`src/rtl/syscall_unit.sv`:
```
// -----------------------------------------------------------------------------
// syscall_unit
//
// Runs the MIPS syscall services (print integer, print character, exit) for the
// pipelined CPU. The decode stage presents the request together with the
// already-forwarded $v0/$a0 values. ASCII output is streamed to a console sink
// over a valid/ready handshake. While a service is running, busy stalls
// fetch/decode.
//
// Optional feature: define SYSCALL_HEX_EN to add service 34 (print hex).
// That service prints "0x" followed by 8 lowercase hex digits.
//
// Ports:
//   clk            rising-edge clock
//   rst_n          asynchronous active-low reset
//   sig_syscall_d  decode stage holds a syscall
//   stall_d        decode stalled for another hazard; blocks accept
//   v0_val         forwarded $v0 (service number)
//   a0_val         forwarded $a0 (argument)
//   busy           stall request to the hazard unit
//   out_valid      out_data holds a byte for the sink
//   out_data       ASCII byte
//   out_ready      sink accepts the byte
//   halted         sticky, set by the exit service
//   bad_svc        one-cycle pulse for an unsupported service number
// -----------------------------------------------------------------------------
module syscall_unit (
    input  logic        clk,
    input  logic        rst_n,
    input  logic        sig_syscall_d,
    input  logic        stall_d,
    input  logic [31:0] v0_val,
    input  logic [31:0] a0_val,
    output logic        busy,
    output logic        out_valid,
    output logic [7:0]  out_data,
    input  logic        out_ready,
    output logic        halted,
    output logic        bad_svc
);

    typedef enum logic [2:0] {
        S_IDLE  = 3'd0,
        S_SIGN  = 3'd1,
        S_DIGIT = 3'd2,
        S_EMIT  = 3'd3,
        S_CHAR  = 3'd4,
        S_HALT  = 3'd5
`ifdef SYSCALL_HEX_EN
        , S_HEX = 3'd6
`endif
    } state_t;

    // Print-char only needs the low byte of the argument.
    // Print-hex needs the whole word.
`ifdef SYSCALL_HEX_EN
    localparam int ARG_W = 32;
`else
    localparam int ARG_W = 8;
`endif

    state_t             state_q, state_d;
    logic [ARG_W-1:0]   arg_q, arg_d;
    logic [31:0]        mag_q, mag_d;
    logic [3:0]         k_q, k_d;
    logic [3:0]         digit_q, digit_d;
    logic               started_q, started_d;
    logic               out_valid_q, out_valid_d;
    logic [7:0]         out_data_q, out_data_d;
    logic               halted_q, halted_d;
    logic               bad_svc_q, bad_svc_d;
`ifdef SYSCALL_HEX_EN
    logic [3:0]         hex_idx_q, hex_idx_d;
`endif

    logic               accept;
    logic               xfer;
    logic [31:0]        pow;

    // Decimal place values. The digit loop subtracts these from the magnitude.
    function automatic logic [31:0] pow10(input logic [3:0] k);
        logic [31:0] p;
        case (k)
            4'd0:    p = 32'd1;
            4'd1:    p = 32'd10;
            4'd2:    p = 32'd100;
            4'd3:    p = 32'd1000;
            4'd4:    p = 32'd10000;
            4'd5:    p = 32'd100000;
            4'd6:    p = 32'd1000000;
            4'd7:    p = 32'd10000000;
            4'd8:    p = 32'd100000000;
            4'd9:    p = 32'd1000000000;
            default: p = 32'd1;
        endcase
        return p;
    endfunction

`ifdef SYSCALL_HEX_EN
    // Byte number idx of "0x%08x".
    // Index 0 is '0', index 1 is 'x', indices 2..9 are the nibbles MSB first.
    function automatic logic [7:0] hex_char(input logic [31:0] a, input logic [3:0] idx);
        logic [3:0] nib;
        logic [7:0] c;
        case (idx)
            4'd2:    nib = a[31:28];
            4'd3:    nib = a[27:24];
            4'd4:    nib = a[23:20];
            4'd5:    nib = a[19:16];
            4'd6:    nib = a[15:12];
            4'd7:    nib = a[11:8];
            4'd8:    nib = a[7:4];
            default: nib = a[3:0];
        endcase
        if (idx == 4'd0)
            c = 8'h30;
        else if (idx == 4'd1)
            c = 8'h78;
        else if (nib < 4'd10)
            c = 8'h30 + {4'h0, nib};
        else
            c = 8'h57 + {4'h0, nib};    // 'a' - 10
        return c;
    endfunction
`endif

    assign accept = sig_syscall_d && !stall_d && (state_q == S_IDLE) && !halted_q;
    assign xfer   = out_valid_q && out_ready;
    assign pow    = pow10(k_q);

    always_comb begin
        state_d     = state_q;
        arg_d       = arg_q;
        mag_d       = mag_q;
        k_d         = k_q;
        digit_d     = digit_q;
        started_d   = started_q;
        out_valid_d = out_valid_q;
        out_data_d  = out_data_q;
        halted_d    = halted_q;
        bad_svc_d   = 1'b0;
`ifdef SYSCALL_HEX_EN
        hex_idx_d   = hex_idx_q;
`endif

        case (state_q)
            S_IDLE: begin
                if (accept) begin
                    arg_d = a0_val[ARG_W-1:0];
                    case (v0_val)
                        32'd1: begin
                            // The magnitude is computed here so that SIGN only
                            // has to wait for the '-' byte, if there is one.
                            // 0 - 0x80000000 wraps to 0x80000000, which is
                            // the correct unsigned magnitude.
                            state_d   = S_SIGN;
                            mag_d     = a0_val[31] ? (32'd0 - a0_val) : a0_val;
                            k_d       = 4'd9;
                            digit_d   = 4'd0;
                            started_d = 1'b0;
                            if (a0_val[31]) begin
                                out_valid_d = 1'b1;
                                out_data_d  = 8'h2D;
                            end
                        end
                        32'd11: begin
                            state_d     = S_CHAR;
                            out_valid_d = 1'b1;
                            out_data_d  = a0_val[7:0];
                        end
                        32'd10: begin
                            state_d  = S_HALT;
                            halted_d = 1'b1;
                        end
`ifdef SYSCALL_HEX_EN
                        32'd34: begin
                            state_d     = S_HEX;
                            out_valid_d = 1'b1;
                            out_data_d  = 8'h30;
                            hex_idx_d   = 4'd0;
                        end
`endif
                        default: bad_svc_d = 1'b1;
                    endcase
                end
            end

            S_SIGN: begin
                // If the '-' byte is pending, hold until it is taken.
                if (!out_valid_q || xfer) begin
                    out_valid_d = 1'b0;
                    state_d     = S_DIGIT;
                end
            end

            S_DIGIT: begin
                if (mag_q >= pow) begin
                    mag_d   = mag_q - pow;
                    digit_d = digit_q + 4'd1;
                end else if ((digit_q != 4'd0) || started_q || (k_q == 4'd0)) begin
                    // Leading zeros are skipped until the first non-zero digit.
                    // After that, interior zeros are printed.
                    // The units digit is always printed.
                    state_d     = S_EMIT;
                    out_valid_d = 1'b1;
                    out_data_d  = 8'h30 + {4'h0, digit_q};
                    started_d   = 1'b1;
                end else begin
                    k_d = k_q - 4'd1;
                end
            end

            S_EMIT: begin
                if (xfer) begin
                    out_valid_d = 1'b0;
                    if (k_q == 4'd0) begin
                        state_d = S_IDLE;
                    end else begin
                        k_d     = k_q - 4'd1;
                        digit_d = 4'd0;
                        state_d = S_DIGIT;
                    end
                end
            end

            S_CHAR: begin
                if (xfer) begin
                    out_valid_d = 1'b0;
                    state_d     = S_IDLE;
                end
            end

`ifdef SYSCALL_HEX_EN
            S_HEX: begin
                if (xfer) begin
                    if (hex_idx_q == 4'd9) begin
                        out_valid_d = 1'b0;
                        state_d     = S_IDLE;
                    end else begin
                        hex_idx_d  = hex_idx_q + 4'd1;
                        out_data_d = hex_char(arg_q, hex_idx_q + 4'd1);
                    end
                end
            end
`endif

            S_HALT: begin
                // Absorbing; only reset leaves.
            end

            default: begin
                state_d     = S_IDLE;
                out_valid_d = 1'b0;
            end
        endcase
    end

    always_ff @(posedge clk or negedge rst_n) begin
        if (!rst_n) begin
            state_q     <= S_IDLE;
            arg_q       <= '0;
            mag_q       <= 32'd0;
            k_q         <= 4'd0;
            digit_q     <= 4'd0;
            started_q   <= 1'b0;
            out_valid_q <= 1'b0;
            out_data_q  <= 8'h00;
            halted_q    <= 1'b0;
            bad_svc_q   <= 1'b0;
`ifdef SYSCALL_HEX_EN
            hex_idx_q   <= 4'd0;
`endif
        end else begin
            state_q     <= state_d;
            arg_q       <= arg_d;
            mag_q       <= mag_d;
            k_q         <= k_d;
            digit_q     <= digit_d;
            started_q   <= started_d;
            out_valid_q <= out_valid_d;
            out_data_q  <= out_data_d;
            halted_q    <= halted_d;
            bad_svc_q   <= bad_svc_d;
`ifdef SYSCALL_HEX_EN
            hex_idx_q   <= hex_idx_d;
`endif
        end
    end

    assign busy      = (state_q != S_IDLE) || halted_q;
    assign out_valid = out_valid_q;
    assign out_data  = out_data_q;
    assign halted    = halted_q;
    assign bad_svc   = bad_svc_q;

endmodule
```
`config.mk`:
```
export PLATFORM = sky130hd
export DESIGN_NAME = syscall_unit
export DESIGN_NICKNAME = d
export VERILOG_FILES = /design/src/rtl/syscall_unit.sv
export SDC_FILE = /design/constraint.sdc
export NUM_CORES = 1
export LEC_CHECK = 0
export CAP_MARGIN = 10
export CORE_ASPECT_RATIO = 2
export CORE_MARGIN = 5
export CORE_UTILIZATION = 42
export CTS_CLUSTER_SIZE = 20
export DETAILED_ROUTE_END_ITERATION = 7
export PLACE_DENSITY = 0.72
export SLEW_MARGIN = 20
export SYNTH_ARGS = -nofsm -noshare
export SYNTH_HDL_FRONTEND = slang
export SYNTH_SLANG_ARGS = --single-unit
```
`constraint.sdc`:
```
create_clock -name clk -period 3.5 [get_ports clk]
set_input_delay 0.7 -clock clk [delete_from_list [all_inputs] [get_ports clk]]
set_output_delay 0.7 -clock clk [all_outputs]
set_load 0.05 [all_outputs]
```
==> metrics.md, run 1 <==
| Metric | Value |
|---|---|
| Count of different cell masters after synthesis | 70 |
| Fin. Hold Viols | 0 |
| Drt initial violations | 423 |
| Post-synth EDFFs | 0 |
| Routed vias/inst | 6.001 |
| Clock latency on the worst-skew pair | 0.31 ns |
| Post-Syn Instances | 708 |
| Port bufs | 80 |
| Post-CTS Hold Fix Bufs | 0 |
| Setup crit start | k_q[0]$_DFFE_PN0P_ |
| Crit end category | flip-flop |
| Register area share after synthesis | 25.21% |
| Met3 Use GR | 3.195% |
| Max Cap Violations | 0 |
| First-pass DRT Iterations | 6 |
| Max clock buf depth | 2 |
| PwrDens | 179.5 nW/um2 |
| Final TNS setup | 0 ns |
| Critical Path AT | 3.56 ns |
| CP Launch Type | flip-flop |
| Vias in the first global route | 6438 |
| Hold crit path type | in2async |
| Diode count | 0 |
| Setup WS post-layout | 0.1288 ns |
| Largest net degree at the start of global routing | 39 |
| Sw frac | 25.49% |
| Fin crit share | 96.32% |
| Headroom to the max-slew limit | 58.00% |
| Logic pwr share | 17.1% |
| Mapped Nets | 817 |
| Die W | 90.62 um |
| Die area | 15520 um2 |
| Share of cells above drive strength 1 | 21.83% |
| Final Skew | 0.006203 ns |
| Clk pwr share | 36.7% |
| Global-route wire length before repair | 30650 um |
| Setup violations, final | 0 |
| Grt total ovfl | 0 |
| Ys flop type | dfrtp_1 |
| Root Driver | clkbuf_16 |
| Leak pwr | 3.405 nW |
| RR Startpoint | k_q[0]$_DFFE_PN0P_ |
| Max Slew Vio Count | 0 |
| Post-synthesis async set-or-reset flop share | 100.0% |
| Final WL | 19290 um |
| HPWL after DPL | 15620 um |
| Overall Global Routing Usage | 24.15% |
| Seq cells post-synth | 55 |
| Commonest non-fill, non-tap cell in the layout | buf_4 |
| Post-Syn Area | 5459 um2 |
| Filler instances | 1118 |
| RSZ-0062 raised after global routing | yes |
| Avg Cell Area, Syn | 7.710 um2 |
| CTS buffer count | 5 |
| Routability congestion estimate | 1.032 |
| Warnings, synthesis | 0 |
| Outcome | finished, final reports clean |
| Sw Pwr | 352.3 uW |
| Final antenna-violating net count | 0 |
| M2 GR Usage | 47.07% |
| WP data required | 3.68 ns |
| CTS tree | yes |
| Hold slack | 0.4065 ns |
| Most Used Layer, Global Route | met2 |
| Max FO, Critical Path | 19 |
| Vias post-DR | 6301 |
| Antenna violations before repair | 0 |
| I/O pins | 81 |
| Final nets | 1006 |
| Residual DRC count | 0 |
| Met1 GRT Util | 23.73% |
| Total power | 1.382 mW |
| Clock-pin transition on the worst setup and hold timing paths | 0.07 ns |
| H-tree Lvls | 2 |
| Core box area | 12920 um2 |
| Row cnt | 59 |
| Critical path type | reg2reg |
| Internal power | 1.029 mW |
| Area growth, synth to finish | 41.03% |
| Max rail drop VDD | 0.5005 mV |
| Peak Freq | 296.6 MHz |
| Clk sinks | 55 |
| Final Util | 59.59% |
| Commonest cells after routing, fill and taps aside | buf_4 (132), clkdlybuf4s50_1 (79), nand2_1 (75) |
| Sequential power share | 46.2% |
| Die Ht | 171.2 um |
| Actual slew at the worst max-slew pin | 0.6300 ns |
| Pre-CTS setup slack | -0.1765 ns |
| Final Critical Period | 3.371 ns |
| Initial Util | 42.26% |
| Avg WL per Cell | 18.37 um |
-- power by group through the flow --
| stage | Combinational (mW) | Clock (mW) | Sequential [mW] |
|---|---|---|---|
| 6_report | 0.236 | 0.508 | 0.638 |
| 5_1_grt | 0.258 | 0.537 | 0.638 |
| 4_1_cts | 0.236 | 0.515 | 0.638 |
| 3_5_place_dp | 0.234 | 0 | 0.650 |
| 3_3_place_gp | 0.231 | 0 | 0.650 |
| 2_1_floorplan | 0.0872 | 0 | 0.652 |
-- stage by stage --
stage,area [um2],cells
floorplan,5459,708
global placement,7281,1034
detailed placement,7281,1034
CTS,7456,1042
global route,7699,1050
finish,7699,1050
-- kinds of logic (layout without fill, tap and decap cells) --
group,count (synthesis),after routing,synth area share [%]
simple gates,248,248,22.37
buf+inv,58,248,4.102
xor+xnor,55,55,8.824
flops,55,55,25.21
compound gates,244,244,28.65
fa+ha+maj,40,40,9.306
mux,8,8,1.536
-- final timing paths --
check                                          end  slack, ns  depth (start not counted)
max in group asynchronous     mag_q[2]$_DFFE_PN0P_       2.21                          2
min reg2reg                out_data[1]$_DFFE_PN0P_       0.51                          1
min                        out_data[3]$_DFFE_PN0P_       0.41                          1
min in group clk           out_data[1]$_DFFE_PN0P_       0.51                          1
max                           mag_q[0]$_DFFE_PN0P_       0.13                         16
max reg2reg                   mag_q[0]$_DFFE_PN0P_       0.13                         16
-- worst max-delay path: stages, from the launching register on --
cell	delay [ns]
dfrtp_1	0.43
ha_1	0.24
mux2i_1	0.08
or2_2	0.28
ha_1	0.35
a21oi_2	0.19
o221ai_1	0.16
nor2b_2	0.20
nor4_1	0.27
buf_4	0.18
a31o_2	0.18
buf_4	0.13
o21ai_4	0.07
buf_4	0.15
buf_12	0.15
o211ai_1	0.09
o21ai_0	0.10
-- what timing repair did --
action	4_1_cts	5_1_grt
resized for setup	9	38
pin swaps	1	6
setup buffers	0	7
cloned	0	1
setup endpoints to repair	43	48
-- synth_stat cells, drive strengths merged (3+ instances only) --
| master | number | share of area [%] |
|---|---|---|
| o21a | 7 | 0.96 |
| dfrtp | 55 | 25 |
| or3 | 9 | 1.0 |
| or2 | 4 | 0.50 |
| a31oi | 8 | 0.92 |
| mux2 | 3 | 0.62 |
| o21ai | 67 | 6.1 |
| nand3b | 3 | 0.41 |
| xor2 | 26 | 4.2 |
| ha | 39 | 8.9 |
| a21o | 16 | 2.2 |
| a22o | 3 | 0.48 |
| o211ai | 7 | 0.96 |
| inv | 26 | 1.8 |
| nand2b | 11 | 1.3 |
| nand2 | 77 | 5.3 |
| nor2 | 61 | 4.2 |
| buf | 6 | 0.53 |
| a31o | 4 | 0.64 |
| nor4 | 8 | 1.2 |
| nor3 | 18 | 1.7 |
| o21bai | 3 | 0.41 |
| xnor2 | 29 | 4.7 |
| nand3 | 11 | 1.0 |
| or4 | 4 | 0.62 |
| clkbuf | 26 | 1.8 |
| and2 | 8 | 0.92 |
| mux2i | 5 | 0.92 |
| a211oi | 9 | 1.3 |
| o22ai | 5 | 0.57 |
| o41ai | 7 | 1.3 |
| o31ai | 14 | 1.9 |
| a22oi | 5 | 0.69 |
| nor2b | 8 | 0.92 |
| nand4 | 16 | 1.8 |
| a21oi | 64 | 5.9 |
| and3 | 4 | 0.46 |
-- layer usage --
| layer | wire, um | vias to the layer above | part of all wire (%) |
|---|---|---|---|
| li1 | - | 2980 | - |
| met1 | 6709 | 3015 | 35 |
| met2 | 10680 | 232 | 55 |
| met3 | 781 | 74 | 4.0 |
| met4 | 1114 | 0 | 5.8 |
| met5 | 0 | - | 0 |
-- area by class of cell --
class                      count  area (um2)  area share, %
sequential                    55        1376          17.88
tap                          152       190.2          2.470
multi-input combinational    595        4065          52.80
clock inverter                 1       5.005        0.06501
timing repair buffer         214        1832          23.79
clock buffer                   7       132.6          1.723
inverter                      26       97.59          1.268
-- sequential cells by signal, indices dropped and copies added (netlist names) --
register,cells
bad_svc,1
digit_q,4
halted,1
k_q,4
mag_q,32
out_data,8
out_valid,1
started_q,1
state_q,3
Power figures use the tool's default switching activity.
==> run 2, diff against run 1 <==
--- a/config.mk
+++ b/config.mk
@@ -12,5 +12,5 @@
 export CTS_CLUSTER_SIZE = 20
 export DETAILED_ROUTE_END_ITERATION = 7
-export PLACE_DENSITY = 0.72
+export PLACE_DENSITY = 0.67
 export SLEW_MARGIN = 20
 export SYNTH_ARGS = -nofsm -noshare
==> constraint.sdc (replaced) <==
create_clock -name clk -period 3.5 [get_ports clk]
set_input_delay 0.35 -clock clk [delete_from_list [all_inputs] [get_ports clk]]
set_output_delay 0.35 -clock clk [all_outputs]
set_load 0.05 [all_outputs]
==> run 2 against run 1 <==
  * Cell count down 1.1%
  * Combinational power down 4%
  * First-iteration DRC count down 18%
  * Critical path depth down 1
  * Cell area down 0.46%
  * Clock power up 21%
  * Sequential cell count unchanged
  * Sequential power about the same
  * Global-route usage up 0.23 points
  * Count of clock-buffer cells in the layout down 1
  * Largest power group unchanged
==> metrics.md, run 2 (synthesis gave the netlist of run 1 again) <==
| Metric | Value |
|---|---|
| Final antenna-violating net count | 0 |
| Drt initial violations | 347 |
| First-pass DRT Iterations | 5 |
| Routed vias/inst | 5.872 |
| Final nets | 994 |
| Overall Global Routing Usage | 24.38% |
| Critical path type | reg2reg |
| CTS buffer count | 5 |
| Final TNS setup | 0 ns |
| Vias in the first global route | 6382 |
| Sw Pwr | 367.7 uW |
| Internal power | 1.114 mW |
| Sw frac | 24.82% |
| Share of cells above drive strength 1 | 20.65% |
| Area growth, synth to finish | 40.39% |
| CP Launch Type | flip-flop |
| Peak Freq | 296.1 MHz |
| Headroom to the max-slew limit | 49.08% |
| Commonest non-fill, non-tap cell in the layout | buf_4 |
| Max reg flops | 32 |
| Row cnt | 59 |
| Port bufs | 80 |
| Fin. Hold Viols | 0 |
| Placed instance area | 7198 um2 |
| Hold slack | 0.1078 ns |
| CP max stage cell | or4_4 |
| Clock latency on the worst-skew pair | 0.30 ns |
| Final Util | 59.32% |
| Final instance area | 7664 um2 |
| Max Slew Vio Count | 0 |
| Clk pwr share | 41.6% |
| Final Critical Period | 3.378 ns |
| Final WL | 19200 um |
| Core box area | 12920 um2 |
| Die W | 90.62 um |
| Crit end category | flip-flop |
| Sequential power share | 43.0% |
| Max Cap Violations | 0 |
| Routability congestion estimate | 0.9724 |
| Vias post-DR | 6095 |
| Diode count | 0 |
| WP data required | 3.69 ns |
| Fin crit share | 96.51% |
| Area of the multi-input gates | 4094 um2 |
| Clock-pin transition on the worst setup and hold timing paths | 0.08 ns |
| Post-CTS Hold Fix Bufs | 0 |
| Largest net degree at the start of global routing | 36 |
| Most common cell on crit path | buf_4 |
| Max clock buf depth | 2 |
| Residual DRC count | 0 |
| Filler instances | 1144 |
| Root Driver | clkbuf_16 |
| Clk sinks | 55 |
| HPWL after DPL | 15620 um |
| Logic pwr share | 15.3% |
| Max FO, Critical Path | 4 |
| Setup violations, final | 0 |
| Top delay family on crit path | simple AND/OR/NAND/NOR gates |
| CTS tree | yes |
| Outcome | finished, final reports clean |
| CP bufs+invs | 3 |
| Initial Util | 42.26% |
| Global-route wire length before repair | 30950 um |
| Die area | 15520 um2 |
| Die Ht | 171.2 um |
| Antenna violations before repair | 0 |
| Leak pwr | 3.357 nW |
| Commonest cells after routing, fill and taps aside | buf_4 (120), clkdlybuf4s50_1 (79), nand2_1 (76) |
| Max rail drop VDD | 0.1880 mV |
| Avg WL per Cell | 18.50 um |
| Grt total ovfl | 0 |
| Largest Register | mag_q |
| Critical Path AT | 3.57 ns |
| H-tree Lvls | 2 |
| Hold crit path type | in2async |
| I/O pins | 81 |
| PwrDens | 193.3 nW/um2 |
| Reg area | 1380 um2 |
| Final Skew | 0.007359 ns |
| CP max stage delay | 0.57 ns |
| Crit path cell chain | inv_2, ha_1, nand2_2, o21a_1, ha_4, buf_4, nand4_1, or4_4, a21oi_4, nor3_2, o41ai_2, buf_4, nor2_1, xnor2_1, a221o_1 |
| Actual slew at the worst max-slew pin | 0.7638 ns |
run 2: layout make-up:
cell class,count,share of cell area (%)
Clock buffer,6,1.812
Clock inverter,2,0.4571
Inverter,26,1.273
Multi-Input combinational cell,595,53.42
Sequential cell,55,18.01
Tap cell,152,2.482
Timing Repair Buffer,202,22.55
run 2: through the flow:
step,power (mW),worst slack [ns],std cells
global placement,0.8717,-0.01743,1023
detailed placement,0.8762,-0.1205,1023
CTS,1.488,0.003503,1036
global route,1.534,-0.03609,1038
floorplan,0.7396,0.01686,708
finish,1.481,0.1223,1038
run 2: worst register-to-register path: stages, from the launching register on:
cell	delay, ns
dfrtp_2	0.45
inv_2	0.11
ha_1	0.19
nand2_2	0.11
o21a_1	0.17
ha_4	0.30
buf_4	0.12
nand4_1	0.14
or4_4	0.57
a21oi_4	0.15
nor3_2	0.08
o41ai_2	0.27
buf_4	0.17
nor2_1	0.05
xnor2_1	0.12
a221o_1	0.28
run 2: final timing paths:
| path | slack, ns | cells past startpoint | from | endpoint |
|---|---|---|---|---|
| hold reg to reg | 0.50 | 2 | mag_q[18]$_DFFE_PN0P_ | mag_q[18]$_DFFE_PN0P_ |
| setup / recovery | 0.12 | 15 | k_q[1]$_DFFE_PN0P_ | mag_q[26]$_DFFE_PN0P_ |
| setup reg to reg | 0.12 | 15 | k_q[1]$_DFFE_PN0P_ | mag_q[26]$_DFFE_PN0P_ |
| hold / removal | 0.11 | 1 | rst_n | out_data[6]$_DFFE_PN0P_ |
| min in group clk | 0.50 | 2 | mag_q[18]$_DFFE_PN0P_ | mag_q[18]$_DFFE_PN0P_ |
| max in group asynchronous | 2.51 | 2 | rst_n | k_q[2]$_DFFE_PN0P_ |
run 2: timing repair:
| item | CTS | global route |
|---|---|---|
| resized for setup | 14 | 32 |
| setup buffers | 5 | 2 |
| setup endpoints to repair | 34 | 49 |
| pin swaps | 4 | 5 |
| hold endpoints to repair | 0 | 0 |
run 2: power by group through the flow:
stage / clock (mW) / combinational (mW) / sequential (mW)
6_report: 0.617 / 0.227 / 0.637
5_1_grt: 0.649 / 0.248 / 0.638
4_1_cts: 0.623 / 0.227 / 0.637
3_5_place_dp: 0 / 0.226 / 0.650
3_3_place_gp: 0 / 0.221 / 0.650
2_1_floorplan: 0 / 0.0872 / 0.652
run 2: routing by layer:
| layer | track usage [%] | vias up | wire [um] |
|---|---|---|---|
| li1 | - | 2948 | - |
| met1 | 23.90 | 2894 | 6738 |
| met2 | 47.99 | 194 | 10760 |
| met3 | 2.626 | 59 | 692 |
| met4 | 14.32 | 0 | 1011 |
| met5 | 0 | - | 0 |
==> run 3, diff against run 2 <==
- CTS_BUF_LIST: not set -> sky130_fd_sc_hd__clkbuf_16
- SKIP_CTS_REPAIR_TIMING: not set -> 1
==> run 3 against run 2 <==
  * Cell count grew 0.48%
  * Non-clock buffer count grew 5
  * Setup slack lost 0.074 ns
  * Cell area grew 0.70%
  * Combinational power is essentially flat
  * Utilization grew 0.42 points
  * Routed wire length grew 0.64%
  * Total power shrank 1.4%
  * Sequential cell count is the same
  * Critical path type unchanged
==> metrics.md, run 3 (synthesis gave the netlist of run 1 again) <==
| Metric | Value |
|---|---|
| Vias in the first global route | 6373 |
| Reg area | 1380 um2 |
| Crit path cell chain | inv_2, ha_4, mux2i_1, o21a_1, ha_4, buf_6, nand4_1, or4_4, a21oi_4, nor3_4, o41ai_4, nor2_1, xnor2_1, a221o_1 |
| Root Driver | clkbuf_16 |
| Initial Util | 42.26% |
| Die Ht | 171.2 um |
| Largest Register | mag_q |
| Actual slew at the worst max-slew pin | 0.7663 ns |
| Pre-CTS setup slack | -0.1205 ns |
| Headroom to the max-slew limit | 48.91% |
| Crit end category | flip-flop |
| Row cnt | 59 |
| CP Launch Type | flip-flop |
| Drt initial violations | 327 |
| Avg WL per Cell | 18.52 um |
| Post-route insts no fill | 1043 |
| Final Skew | 0.007028 ns |
| Max rail drop VDD | 0.1885 mV |
| I/O pins | 81 |
| Setup WS post-layout | 0.04863 ns |
| Most common cell on crit path | ha_4 |
| Share of cells above drive strength 1 | 21.32% |
| Diode count | 0 |
| H-tree Lvls | 2 |
| Port bufs | 80 |
| Max reg flops | 32 |
| Largest net degree at the start of global routing | 36 |
| Final antenna-violating net count | 0 |
| Hold crit path type | in2async |
| Clock latency on the worst-skew pair | 0.31 ns |
| Max Slew Vio Count | 0 |
| Final Critical Period | 3.451 ns |
| Final WL | 19320 um |
| Overall Global Routing Usage | 24.31% |
| HPWL after DPL | 15620 um |
| CP bufs+invs | 2 |
| Residual DRC count | 0 |
| Commonest non-fill, non-tap cell in the layout | buf_4 |
| Leak pwr | 3.380 nW |
| Placed Instances | 1023 |
| Area of the multi-input gates | 4114 um2 |
| Area growth, synth to finish | 41.37% |
| Vias post-DR | 6129 |
| Commonest cells after routing, fill and taps aside | buf_4 (124), clkdlybuf4s50_1 (79), nand2_1 (76) |
| CTS buffer count | 5 |
| PwrDens | 189.2 nW/um2 |
| Fin crit share | 98.61% |
| Register-to-register setup slack | 0.05 ns |
| Core box area | 12920 um2 |
| Critical path type | reg2reg |
| Fin. Hold Viols | 0 |
| CP max stage delay | 0.57 ns |
| First-pass DRT Iterations | 5 |
| RSZ-0062 raised after global routing | yes |
| Antenna violations before repair | 0 |
| Critical Path AT | 3.64 ns |
| Peak Freq | 289.7 MHz |
| Routed vias/inst | 5.876 |
| CTS tree | yes |
| Max clock buf depth | 2 |
| Grt total ovfl | 0 |
| Final nets | 999 |
| WP data required | 3.69 ns |
| Max FO, Critical Path | 6 |
| Die W | 90.62 um |
| Filler instances | 1140 |
| Setup violations, final | 0 |
| Max Cap Violations | 0 |
| Global-route wire length before repair | 30880 um |
| CP max stage cell | or4_4 |
| Clock-pin transition on the worst setup and hold timing paths | 0.08 ns |
| Top delay family on crit path | compound AO/OA/AOI/OAI gates |
| Outcome | finished, final reports clean |
| Routability congestion estimate | 0.9724 |
| Clk sinks | 55 |
| Die area | 15520 um2 |
run 3: changes by cell type in the layout (fill, tap and decap cells not counted), sizes merged:
| cell | before | now |
|---|---|---|
| clkinv | 1 | 2 |
| clkbuf | 6 | 5 |
| buf | 123 | 128 |
run 3: final timing paths:
check                           cells past startpoint                   from                      end
worst max-delay path                               14     k_q[0]$_DFFE_PN0P_    mag_q[26]$_DFFE_PN0P_
worst min-delay path                                1                  rst_n  out_data[6]$_DFFE_PN0P_
worst max register to register                     14     k_q[0]$_DFFE_PN0P_    mag_q[26]$_DFFE_PN0P_
worst min register to register                      2  mag_q[18]$_DFFE_PN0P_    mag_q[18]$_DFFE_PN0P_
max in group asynchronous                           2                  rst_n       k_q[2]$_DFFE_PN0P_
min in group clk                                    2  mag_q[18]$_DFFE_PN0P_    mag_q[18]$_DFFE_PN0P_
run 3: metal layers:
metal  global-route usage, %  vias to the layer above  wire, um
met5                       0                        -         0
li1                        -                     2962         -
met2                   47.86                      190     10770
met3                   2.670                       56       657
met4                   14.19                        0      1028
met1                   23.84                     2921      6861
run 3: power by group:
part	internal [mW]	switching (mW)
clock	0.335	0.260
combinational	0.120	0.108
sequential	0.637	0.000853
total	1.09	0.369
run 3: through the flow:
| step | hold slack, ns | TNS [ns] | instance area, um2 | util (%) | total power, mW |
|---|---|---|---|---|---|
| after floorplan | 0.05441 | 0 | 5459 | - | 0.7396 |
| after global placement | 0.4376 | -0.03307 | 7198 | 55.72 | 0.8717 |
| after detailed placement | 0.4515 | -2.153 | 7198 | 55.72 | 0.8762 |
| after CTS | 0.1228 | -3.101 | 7362 | 56.99 | 1.465 |
| after global routing | 0.1535 | -0.1882 | 7717 | 59.74 | 1.510 |
| final | 0.1072 | 0 | 7717 | 59.74 | 1.460 |
run 3: layout make-up:
type | count | area share, %
Multi-Input combinational cell | 595 | 53.31
Timing Repair Buffer | 207 | 22.92
Sequential cell | 55 | 17.88
Tap cell | 152 | 2.464
Clock buffer | 5 | 1.621
Inverter | 26 | 1.297
Clock inverter | 3 | 0.5026
==> RTL edit: new RTL, settings of run 2 <==
Add a define of `SYSCALL_HEX_EN`.
--- a/src/rtl/syscall_unit.sv
+++ b/src/rtl/syscall_unit.sv
@@ -26,2 +26,4 @@
 // -----------------------------------------------------------------------------
+`define SYSCALL_HEX_EN
+
 module syscall_unit (
Behaviour: not the same (Yosys sat finds a counterexample within 4 cycles, from zero or initial values and one cycle with rst_n low).
==> RTL edit against run 2 <==
Total power up 51%; sequential cell count increased by 36; area after synthesis grew 43%; die area is 39% higher; largest power group unchanged; first-iteration DRC count is 22% higher; sequential share of layout area grew 5.5 points; clock power increased by 55%; final area up 27%; combinational power is 2% higher; sequential power increased by 65%; routed wire length increased by 36%; fmax is 0.87% higher; setup slack gained 0.029 ns.
==> RTL edit: results (changes against run 2) <==
Synth
  – Ranking of synthesized cells by area: dfrtp_1 29%, ha_1 7.2%, mux2_2 5.4%
  – Synthesized Nets: 1056 (+29%)
  – Synthesis warning total: 0 (unchanged)
  – Register area share after synthesis: 29.25% (+4.0 points)
  – Synth unique cells: 82 (+17%)
  – Synth cell count leaders: 106 x nand2_1, 91 x dfrtp_1, 81 x a21oi_1, 66 x o21ai_0, 58 x nor2_1

Finish
  – Number of nets in the layout: 1183 (+19%)
  – # diodes: 0 (unchanged)
  – Layout cells sized above 1: 17.99% (-2.7 points)

Global route
  – Initial antenna violation count: 0 (unchanged)
  – Largest net degree at the start of global routing: 41 (+14%)
  – Global-route wire length before repair: 41.32 mm (+33%)
  – GRT Util Overall: 24.41% (+0.030 points)
  – Number of global-route vias before repair: 8031 (+26%)

Worst setup path
  – Worst path top cell family by delay: compound AO/OA/AOI/OAI gates
  – CP peak stage delay: 0.43 ns (-0.14 ns)
  – Worst path slowest cell: dfrtp_1
  – Worst EP arrival: 3.60 ns (+0.03 ns)
  – Worst Path Max Fanout: 5 (+1)

Routing
  – Vias per inst: 6.081 (+3.6%)
  – 1st-pass router iterations: 5 (unchanged)
  – Detailed-route wire length: 26.10 mm (+36%)
  – DR iter-0 viols: 422 (+22%)

Placement
  – Routability cong.: 1.001 (+2.9%)
  – Post-detail-place hpwl: 21.17 mm (+36%)
  – Placed instance area: 0.009303 mm^2 (+29%)

Timing
  – Slew headroom: 60.64% (+12 points)
  – Layout Skew: 0.01179 ns (+0.004433 ns)

Clocking
  – Clk_lat worst skew: 0.36 ns (+0.06 ns)
  – Clock Path Buffers: 2 (unchanged)
  – CTS buffer count: 9 (+4)
  – Clock-pin transition on the worst setup and hold timing paths: 0.08 ns (about the same)
  – Post-CTS Setup Repair Bufs: 0 (-5)
  – H-Tree Depth: 3 (+1)

Power and ir drop
  – Static Leakage: 4.304 nW (+28%)
  – VDD IR max: 0.2045 mV (+8.8%)
  – Net Sw Power: 0.0005904 W (+61%)

Worst hold path
  – Worst min path class: reg2reg

Outcome
  – Status: finished, final reports clean
==> RTL edit: through the flow <==
stage / cells / hold slack, ns / total power [W] / setup WS (ns) / util, %
floorplan: 941 / 0.05441 / 0.001149 / 0.2219 / -
global placement: 1272 / 0.3530 / 0.001302 / -0.04181 / 50.82
detailed placement: 1272 / 0.3623 / 0.001302 / -0.05946 / 50.82
CTS: 1289 / 0.4876 / 0.002246 / 0.02369 / 52.49
global route: 1289 / 0.5162 / 0.002312 / -0.03843 / 53.00
finish: 1289 / 0.4795 / 0.002241 / 0.1514 / 53.00
==> RTL edit: layer usage <==
metal | track usage [%] | routed length [um]
met1 | 24.31 | 9366
met2 | 47.41 | 14540
met3 | 2.004 | 511
met4 | 15.05 | 1684
met5 | 0 | 0
==> RTL edit: final timing paths <==
| kind | startpoint | to | slack (ns) | depth (start not counted) |
|---|---|---|---|---|
| min reg2reg | out_data[5] | out_data[5] | 0.48 | 2 |
| max in group asynchronous | rst_n | arg_q[4] | 2.14 | 3 |
| min in group asynchronous | rst_n | mag_q[1] | 0.50 | 2 |
| min | out_data[5] | out_data[5] | 0.48 | 2 |
| max reg2reg | k_q[1] | mag_q[18] | 0.15 | 15 |
| max | k_q[1] | mag_q[18] | 0.15 | 15 |
==> RTL edit: cells by family after synthesis <==
kind of cell / Yosys count / share of synthesized area (%)
xor+xnor: 48 / 5.399
mux: 46 / 6.524
buf+inv: 81 / 4.355
flops: 91 / 29.25
fa+ha+maj: 46 / 7.488
compound gates: 311 / 26.32
simple gates: 318 / 20.67
==> RTL edit: power groups by stage <==
stage	clock network [W]	logic, W	registers (W)
2_1_floorplan	0	0.0000773	0.00107
3_5_place_dp	0	0.000231	0.00107
3_3_place_gp	0	0.000230	0.00107
6_report	0.000959	0.000232	0.00105
4_1_cts	0.000963	0.000232	0.00105
5_1_grt	0.00101	0.000252	0.00105
==> RTL edit: area by class of cell <==
class	count	area [um^2]
Inverter	31	116.4
Sequential cell	91	2280
Tap cell	216	270.3
Clock buffer	9	225.2
Timing Repair Buffer	166	1475
Multi-Input combinational cell	769	5283
Clock inverter	7	52.55
Fill cell	1735	8603
==> RTL edit: worst reg2reg max path, stage by stage (launching register included) <==
cell	delay, ns
dfrtp_1	0.43
inv_2	0.12
ha_2	0.24
nand2_1	0.07
a21o_1	0.19
ha_1	0.32
nand3_1	0.20
o21bai_1	0.20
buf_4	0.17
nand4_1	0.18
a211oi_2	0.27
buf_4	0.16
o21a_1	0.16
xor2_1	0.16
mux2i_1	0.09
mux2_1	0.30
==> RTL edit: what timing repair did <==
action / CTS / global route
resized for setup: 5 / 27
pin swaps: 0 / 2
setup endpoints to repair: 9 / 34
hold buffers: 1 / 0
endpoints found under the hold margin: 36 / 0
